[config.mk]
export PLATFORM = sky130hd
export DESIGN_NAME = food_pos_gen
export DESIGN_NICKNAME = d
export VERILOG_FILES = /design/src/rtl/food_pos_gen_pkg.sv /design/src/rtl/food_pos_gen_lfsr.sv /design/src/rtl/food_pos_gen.sv
export SDC_FILE = /design/constraint.sdc
export NUM_CORES = 1
export LEC_CHECK = 0
export ABC_AREA = 1
export CORE_MARGIN = 5
export CORE_UTILIZATION = 46
export DETAILED_ROUTE_END_ITERATION = 10
export GPL_ROUTABILITY_DRIVEN = 0
export PLACE_DENSITY = 0.7
export SKIP_LAST_GASP = 1
export SLEW_MARGIN = 20
export SYNTH_ARGS = -nofsm -noshare
export SYNTH_HDL_FRONTEND = slang
export SYNTH_SLANG_ARGS = --single-unit
[constraint.sdc]
create_clock -name clk -period 1.55 [get_ports clk]
set_input_delay 0.31 -clock clk [delete_from_list [all_inputs] [get_ports clk]]
set_output_delay 0.31 -clock clk [all_outputs]
set_load 0.1 [all_outputs]
[src/rtl/food_pos_gen_pkg.sv]
// Shared definitions for the snake-food position generator.
//   state_t      : FSM encoding (explicit values keep the legacy 3-bit codes)
//   lfsr_taps()  : Galois right-shift tap masks for 8/16/24/32-bit LFSRs
//   DEFAULT_SEED : default LFSR reset value
package food_gen_pkg;

  typedef enum logic [2:0] {
    ST_IDLE  = 3'd0,
    ST_DRAW  = 3'd1,
    ST_QUERY = 3'd2,
    ST_WAIT  = 3'd3,
    ST_DONE  = 3'd4,
    ST_FAIL  = 3'd5
  } state_t;

  localparam logic [15:0] DEFAULT_SEED = 16'hACE1;

  // Maximal-length tap masks for a right-shifting Galois LFSR.
  function automatic logic [31:0] lfsr_taps(input int unsigned width);
    case (width)
      8:       lfsr_taps = 32'h0000_00B8;
      16:      lfsr_taps = 32'h0000_B400;
      24:      lfsr_taps = 32'h00E1_0000;
      32:      lfsr_taps = 32'hA300_0000;
      default: lfsr_taps = 32'h0000_B400;
    endcase
  endfunction

endpackage

[src/rtl/food_pos_gen_lfsr.sv]
// Free-running Galois LFSR (right shift) with synchronous reseed.
//   clk, rst  : clock, synchronous active-high reset (q <= SEED)
//   load      : load load_val this edge (a zero load_val loads SEED instead)
//   load_val  : reseed value
//   q         : current LFSR state
// An all-zero state can never advance, so it is replaced by SEED on the next edge.
module lfsr_galois
  import food_gen_pkg::*;
#(
  parameter int unsigned    W    = 16,
  parameter logic [W-1:0]   TAPS = 16'hB400,
  parameter logic [W-1:0]   SEED = DEFAULT_SEED
) (
  input  logic         clk,
  input  logic         rst,
  input  logic         load,
  input  logic [W-1:0] load_val,
  output logic [W-1:0] q
);

  always_ff @(posedge clk) begin
    if (rst) begin
      q <= SEED;
    end else if (load) begin
      q <= (load_val == '0) ? SEED : load_val;
    end else if (q == '0) begin
      q <= SEED;
    end else begin
      q <= {1'b0, q[W-1:1]} ^ (q[0] ? TAPS : '0);
    end
  end

endmodule

[src/rtl/food_pos_gen.sv]
// Snake-food position generator.
// Draws (x,y) candidates from a free-running LFSR, rejects those outside the
// GRID_W x GRID_H playfield or occupied by the snake body (one-cycle lookup via
// occ_rd/occ_x/occ_y -> occ_hit), and reports a free cell or failure after
// MAX_TRIES draws.
//   clk, rst          : clock, synchronous active-high reset
//   req               : request a new position (sampled only when idle)
//   busy              : FSM not idle
//   pos_valid         : one-cycle pulse, pos_x/pos_y hold a new free cell
//   pos_fail          : one-cycle pulse, MAX_TRIES draws exhausted
//   pos_x, pos_y      : last accepted position, held between pulses
//   occ_rd            : occupancy lookup strobe (one cycle per in-range draw)
//   occ_x, occ_y      : lookup coordinates, held between strobes
//   occ_hit           : occupancy result, sampled in the cycle after occ_rd
// Optional build macro FOOD_SEED_LOAD_EN adds seed_load / seed_in to reseed
// the LFSR at runtime (rst takes priority; FSM unaffected).
module food_pos_gen
  import food_gen_pkg::*;
#(
  parameter int unsigned             X_W       = 5,
  parameter int unsigned             Y_W       = 5,
  parameter int unsigned             GRID_W    = 30,
  parameter int unsigned             GRID_H    = 20,
  parameter int unsigned             LFSR_W    = 16,
  parameter logic [LFSR_W-1:0]       SEED      = DEFAULT_SEED,
  parameter int unsigned             MAX_TRIES = 15
) (
  input  logic              clk,
  input  logic              rst,
  input  logic              req,
  output logic              busy,
  output logic              pos_valid,
  output logic              pos_fail,
  output logic [X_W-1:0]    pos_x,
  output logic [Y_W-1:0]    pos_y,
  output logic              occ_rd,
  output logic [X_W-1:0]    occ_x,
  output logic [Y_W-1:0]    occ_y,
  input  logic              occ_hit
`ifdef FOOD_SEED_LOAD_EN
  ,
  input  logic              seed_load,
  input  logic [LFSR_W-1:0] seed_in
`endif
);

  localparam logic [31:0]       TAPS_FULL = lfsr_taps(LFSR_W);
  localparam logic [LFSR_W-1:0] TAPS      = TAPS_FULL[LFSR_W-1:0];
  // One extra bit so GRID_W = 2**X_W is representable and never rejects.
  localparam logic [X_W:0]      GW        = GRID_W[X_W:0];
  localparam logic [Y_W:0]      GH        = GRID_H[Y_W:0];
  localparam logic [7:0]        MT        = MAX_TRIES[7:0];

  state_t            state;
  logic [7:0]        tries;
  logic [7:0]        tries_inc;
  logic [LFSR_W-1:0] lfsr;
  logic              lfsr_load;
  logic [LFSR_W-1:0] lfsr_load_val;
  logic [X_W-1:0]    cx;
  logic [Y_W-1:0]    cy;
  logic              in_range;

`ifdef FOOD_SEED_LOAD_EN
  assign lfsr_load     = seed_load;
  assign lfsr_load_val = seed_in;
`else
  assign lfsr_load     = 1'b0;
  assign lfsr_load_val = '0;
`endif

  lfsr_galois #(
    .W    (LFSR_W),
    .TAPS (TAPS),
    .SEED (SEED)
  ) u_lfsr (
    .clk      (clk),
    .rst      (rst),
    .load     (lfsr_load),
    .load_val (lfsr_load_val),
    .q        (lfsr)
  );

  assign cx        = lfsr[X_W-1:0];
  assign cy        = lfsr[X_W+Y_W-1:X_W];
  assign in_range  = ({1'b0, cx} < GW) && ({1'b0, cy} < GH);
  assign tries_inc = tries + 8'd1;

  if (X_W + Y_W < LFSR_W) begin : g_spare
    logic unused_hi;
    assign unused_hi = ^lfsr[LFSR_W-1:X_W+Y_W];
  end

  // Strobes are state decodes, so they are low out of reset and last exactly
  // one cycle because QUERY/DONE/FAIL are single-cycle states.
  assign busy      = (state != ST_IDLE);
  assign occ_rd    = (state == ST_QUERY);
  assign pos_valid = (state == ST_DONE);
  assign pos_fail  = (state == ST_FAIL);

  // occ_x/occ_y double as the candidate register: only in-range draws load
  // them, so they stay stable between lookups.
  always_ff @(posedge clk) begin
    if (rst) begin
      state <= ST_IDLE;
      tries <= '0;
      occ_x <= '0;
      occ_y <= '0;
      pos_x <= '0;
      pos_y <= '0;
    end else begin
      case (state)
        ST_IDLE: begin
          if (req) begin
            tries <= '0;
            state <= ST_DRAW;
          end
        end
        ST_DRAW: begin
          tries <= tries_inc;
          if (!in_range) begin
            state <= (tries_inc == MT) ? ST_FAIL : ST_DRAW;
          end else begin
            occ_x <= cx;
            occ_y <= cy;
            state <= ST_QUERY;
          end
        end
        ST_QUERY: state <= ST_WAIT;
        ST_WAIT: begin
          if (occ_hit) begin
            state <= (tries == MT) ? ST_FAIL : ST_DRAW;
          end else begin
            pos_x <= occ_x;
            pos_y <= occ_y;
            state <= ST_DONE;
          end
        end
        ST_DONE: state <= ST_IDLE;
        ST_FAIL: state <= ST_IDLE;
        default: state <= ST_IDLE;
      endcase
    end
  end

endmodule
== Yosys cells after proc, flatten, opt, wreduce, memory -nomap -nowiden ==
Cells that the tools add are included.
Storage, ports and cells
  register bits after elaboration: 47
  bits of input ports: 4
  output and inout bits: 24
  word-level logic and storage cells: 38
Operators by class
  add/sub/neg operators: 1
  $lt $le $gt $ge: 2
  equality and inequality tests: 8
  mux-type cells: 9
  bitwise gates (word level): 2
  reduce and logical (&&, ||, !) cells: 9
Operator list (number)
  8-bit by 4-bit == test with 1-bit output, second input constant: 2
  16-bit logical NOT: 1
  16-bit 2-to-1 mux: 1
  8-bit case mux with 2 select lines: 1
  15-bit by 16-bit bitwise XOR with 16-bit output: 1
  3-bit 2-to-1 mux: 5
  3-bit case mux with 4 select lines: 1
  5-bit < comparator, second input constant: 2
  8-bit by 1-bit adder with 8-bit output, second input constant: 1
  8-bit 2-to-1 mux: 1
  3-bit by 2-bit == test with 1-bit output, second input constant: 2
  3-bit == test, second input constant: 2
  2-bit AND reduction: 3
  3-bit by 1-bit == test with 1-bit output, second input constant: 1
  3-bit logical NOT: 1
  3-bit nonzero test: 1
  2-bit != test, second input constant: 1
  2-bit nonzero test: 1
  2-bit OR reduction: 1
  1-bit logical AND: 1
  1-bit inverter: 1

== Depth between registers and ports, before layout ==
  word-level depth: 5
  gate-level depth with buffers: 9
  mapped depth without buffers: 9

== Hierarchy ==
From an unflattened synthesis, not the netlist that was laid out.
Second synthesis, totals
  cells, all modules: 325
  area total of the unflattened synthesis: 2239.6 sq um
Modules (own cells, without submodules)
  food_pos_gen: instances 1, cells an instance 192, area each 1388.8 sq um, seq. area each 620.6 sq um
  lfsr_galois: instances 1, cells an instance 133, area each 850.8 sq um, seq. area each 320.3 sq um

== Worst setup path after synthesis ==
Ideal clock, no wire load.
  kind: flip-flop to flip-flop
  start point: reg state[1]
  end point: reg state[1]
  setup time: 67 ps
  data arrival time: 2786 ps
  required time: 1483 ps
  path slack: -1303 ps
  cell stages (with the launch flop): 4
  path buffers: 0
  clock period less this slack: 2853 ps
  path through: dfxtp_1 -> inv_1 -> nor3_1 -> o21a_1
Between the ends
  word-level cells in the longest chain between the ends: 2
  elaborated cells on any way between the ends: 6
  those cells by class: 4 x eq/ne; 1 x mux; 1 x reduce/logical
RTL lines
  start, declared: line food_pos_gen.sv:54  | state_t state;
  start signal, assigned: line food_pos_gen.sv:122  | state <= (tries_inc == MT) ? ST_FAIL : ST_DRAW;
  start signal, assigned: line food_pos_gen.sv:132  | state <= (tries == MT) ? ST_FAIL : ST_DRAW;
  3-bit by 2-bit == test with 1-bit output
  named net occ_rd: line food_pos_gen.sv:36  | output logic occ_rd,
  3-bit case mux with 4 select lines: line food_pos_gen.sv:112  | case (state)
The timed path passes the listed nets, and every way through them passes these cells.
A chain may end at the register's enable or synchronous reset.

== Worst setup path in the final report ==
  start point: reg state[0]
  end point: out pos_fail
Between the ends
  word-level cells in the longest chain between the ends: 1
RTL lines
  3-bit == test: line food_pos_gen.sv:99  | assign pos_fail = (state == ST_FAIL);
  end, declared: line food_pos_gen.sv:33  | output logic pos_fail,
No other way between the ends.

==> results.rst <==
.. list-table::
   :header-rows: 1

   * - Metric
     - Value
   * - Outcome
     - completed
   * - Top cell type by total area after synthesis
     - dfxtp_1
   * - Yosys top cell area share
     - 0.507
   * - GRT Util Overall
     - 0.165
   * - Final setup skew
     - 3.96 ps
   * - Post-detailed-route via-to-cell ratio
     - 5.01
   * - Number of design rule violations left after detail routing
     - 0
   * - Fraction of the cycle the final worst path needs
     - 0.976
   * - Final antenna-violating net count
     - 0
   * - Number of clock buffers inserted by TritonCTS
     - 5
   * - Syn_area_per_cell
     - 7.54 sq um
   * - Most frequently used cell type in the post-synthesis netlist
     - dfxtp_1
   * - Critical path cell sequence
     - inv_1, nor2_1, inv_2, nor2_4, buf_12
   * - Highest clock frequency the design can meet
     - 0.661 GHz
   * - Area delta synth->final
     - 39.7%
   * - Unique masters post-synth
     - 24
   * - Actual slew at the worst max-slew pin
     - 359 ps
   * - Logic depth of the worst path, buffers included
     - 5
   * - Number of antenna repair diodes
     - 0
   * - Part of the Yosys area used for sequential elements
     - 0.507
   * - Type of the worst min-delay path
     - register to register
   * - Number of instances in the placed design
     - 322
   * - Crit-path slowest cell
     - dfxtp_4
   * - Share of post-route cells with drive strength above 1
     - 0.179
   * - Initial antenna violation count
     - 0
   * - DIE WIDTH
     - 73.5 microns
   * - Worst EP required
     - 1240 ps
   * - Number of synthesis warnings
     - 0
   * - CORE AREA
     - 3940 sq um
   * - Starting utilization of the core area
     - 0.470
   * - R2R depth
     - 6
   * - Reg-to-reg setup timing slack
     - 200 ps
   * - Worst Setup End Kind
     - primary output
   * - Combined area of all synthesized cells
     - 1850 sq um
   * - Die Y
     - 73.5 microns
   * - Number of cells in the finished layout apart from fillers
     - 330
   * - Hold slack final
     - 433 ps
   * - Die footprint
     - 5400 sq um
   * - Number of buffers and inverters on the critical path
     - 3
   * - Routed WL per cell
     - 12.0 microns
   * - Fraction of registers with async set/reset
     - 0
   * - Setup repair after global routing missed its margin
     - true
   * - Worst Setup Path Type
     - register to primary output
   * - Startpoint of the tightest hold check path
     - u_lfsr.q[10]$_SDFF_PP1_
   * - Placement Rows
     - 23
   * - Utilization after layout
     - 0.657
   * - Worst-skew pair later-pin latency
     - 300 ps
   * - Primary FF master, synth
     - dfxtp_1
   * - Timing startpoint of the critical path
     - state[0]$_SDFFE_PP0P_
   * - Slew HR
     - 0.759
   * - Max-slew violation count
     - 0
   * - P_leak
     - 1.13 nW
   * - I/O Pins
     - 28
   * - Biggest area contributors in the synthesized netlist
     - dfxtp_1 (51%), nor2_1 (8.5%), nand2_1 (7.7%)
   * - Number of H-tree levels
     - 2
   * - Number of enable flip-flop cells after synthesis
     - 0
   * - Startpoint of the worst-slack reg-to-reg timing path
     - state[2]$_SDFFE_PP0P_
   * - Worst setup path endpoint
     - pos_fail
   * - Max-cap violation count
     - 0
   * - Top post-synthesis cells by count
     - dfxtp_1 (47), nor2_1 (42), nand2_1 (38)
   * - Clock tree from TritonCTS
     - done
   * - Number of sinks driven by the clock tree
     - 47
   * - Register bit total from synthesis
     - 47
   * - Routed vias
     - 1,652
   * - Setup Viol. Count Final
     - 0
   * - Number of nets in the layout
     - 285
   * - Buffer cell driving the clock tree root
     - clkbuf_8
   * - Hold Vio Cnt, Final
     - 0
   * - Power Density
     - 1080 nW/um^2
   * - Vias in the first global route
     - 1,555
   * - Maximum number of pins on one net before global-route repair
     - 29
   * - Net count after synthesis
     - 252
   * - Post-CTS Setup Bufs
     - 0
   * - Iteration count of the initial detailed-routing pass
     - 4
   * - Number of instances in the synthesized netlist
     - 246
   * - Iteration-0 DRC count of the detailed router
     - 93
   * - Slowest cell delay on critical path
     - 380 ps
   * - Maximum fanout along the worst path
     - 5
   * - Startpoint kind of the worst setup timing path
     - register
   * - Global-route wire length before repair
     - 6960 microns
   * - FF-to-FF End
     - pos_y[4]$_SDFFE_PP0P_
   * - Total grt overflow
     - 0
   * - Final HPWL DP
     - 2960 microns
   * - Kind of cell adding the most delay to the critical path
     - flip-flops
   * - Minimum clock period after layout
     - 1510 ps
   * - Crit path arrival time
     - 1200 ps
   * - Clock transition time at the flip-flop clock pins of the worst setup and hold paths
     - 80 ps
   * - Clock Path Buffers
     - 2
   * - WL final
     - 3950 microns
   * - Max VDD drop
     - 674 uV
   * - Port Buffers
     - 27
==> layout make-up <==
| cell class | instances | area [sq um] |
|---|---|---|
| clock buffers | 8 | 100 |
| fillers | 312 | 1350 |
| inverters | 33 | 124 |
| multi-input cells | 159 | 786 |
| flip-flops and latches | 47 | 950 |
| well taps | 50 | 62.6 |
| repair buffers | 33 | 568 |
==> worst register-to-register path, cell delays in order, from the launching register on <==
cell and delay (ps):
dfxtp_4 360, inv_1 90, nand3_1 110, nor2_1 150, clkinv_1 260, nor2_1 190
nor2_1 70
==> repair_timing <==
item                                   in CTS  in global routing
setup endpoints to repair                   3                  6
resized for setup                           3                  5
endpoints found under the hold margin       0                  0
hold buffers                                0                  0
==> cells in the final DEF (no fill, tap or decap), drive strengths merged <==
cell	netlist	final
nor4	2	2
a21oi	19	19
nand3	16	16
o221ai	1	1
clkinv	1	1
clkdlybuf4s50	0	3
dfxtp	47	47
nand2	39	39
xnor2	2	2
or2	3	3
buf	4	30
nand4	4	4
o21a	2	2
o21ai	22	22
inv	32	32
ha	2	2
nor3	4	4
nor2	42	42
nand3b	1	1
clkbuf	3	8
==> worst min-delay path by stage <==
| stage | end | slack, ps | cells past startpoint |
|---|---|---|---|
| after global placement | u_lfsr.q[9]$_SDFF_PP0_ | 420 | 2 |
| after floorplan | u_lfsr.q[14]$_SDFF_PP0_ | 410 | 2 |
| after CTS | u_lfsr.q[9]$_SDFF_PP0_ | 440 | 2 |
| after global routing | u_lfsr.q[9]$_SDFF_PP0_ | 450 | 2 |
| after detailed placement | u_lfsr.q[9]$_SDFF_PP0_ | 420 | 2 |
| final | u_lfsr.q[9]$_SDFF_PP0_ | 430 | 2 |
==> cells by family (layout without fill, tap and decap cells) <==
family                     after synthesis  after routing  synth area share
and+or+nand+nor                        111            111             0.262
DFF                                     47             47             0.507
AOI/OAI and AO/OA                       44             44             0.123
buffers and inverters                   40             74            0.0843
adders and majority gates                2              2            0.0135
xor gates and xnor gates                 2              2           0.00945
==> registers in the layout (all words and copies together) (netlist names) <==
name      cells
tries         8
occ_x         5
u_lfsr.q     16
occ_y         5
pos_x         5
state         3
pos_y         5
==> where the power goes <==
group | internal, mW | switching, mW
combinational | 0.224 | 0.442
clock | 0.407 | 0.380
sequential | 1.28 | 0.0749
total | 1.91 | 0.897
==> routing by layer <==
layer | track usage | part of all wire | vias up
met3 | 0.0383 | 0.050 | 6
met1 | 0.201 | 0.43 | 761
met2 | 0.277 | 0.51 | 36
li1 | - | - | 849
met5 | 0 | 0 | -
met4 | 0.0724 | 0.018 | 0
==> metrics by stage <==
step | area (sq um) | worst slack (ps) | TNS, ps | power (mW)
2_1_floorplan | 1880 | -21.0 | -21.0 | 1.80
4_1_cts | 2580 | -20.8 | -20.8 | 2.83
3_3_place_gp | 2480 | 65.0 | 0 | 2.04
6_report | 2590 | 36.5 | 0 | 2.81
5_1_grt | 2590 | -34.7 | -63.5 | 2.93
3_5_place_dp | 2480 | -22.8 | -22.8 | 2.05
No activity file was read; power rests on OpenSTA's default activity.
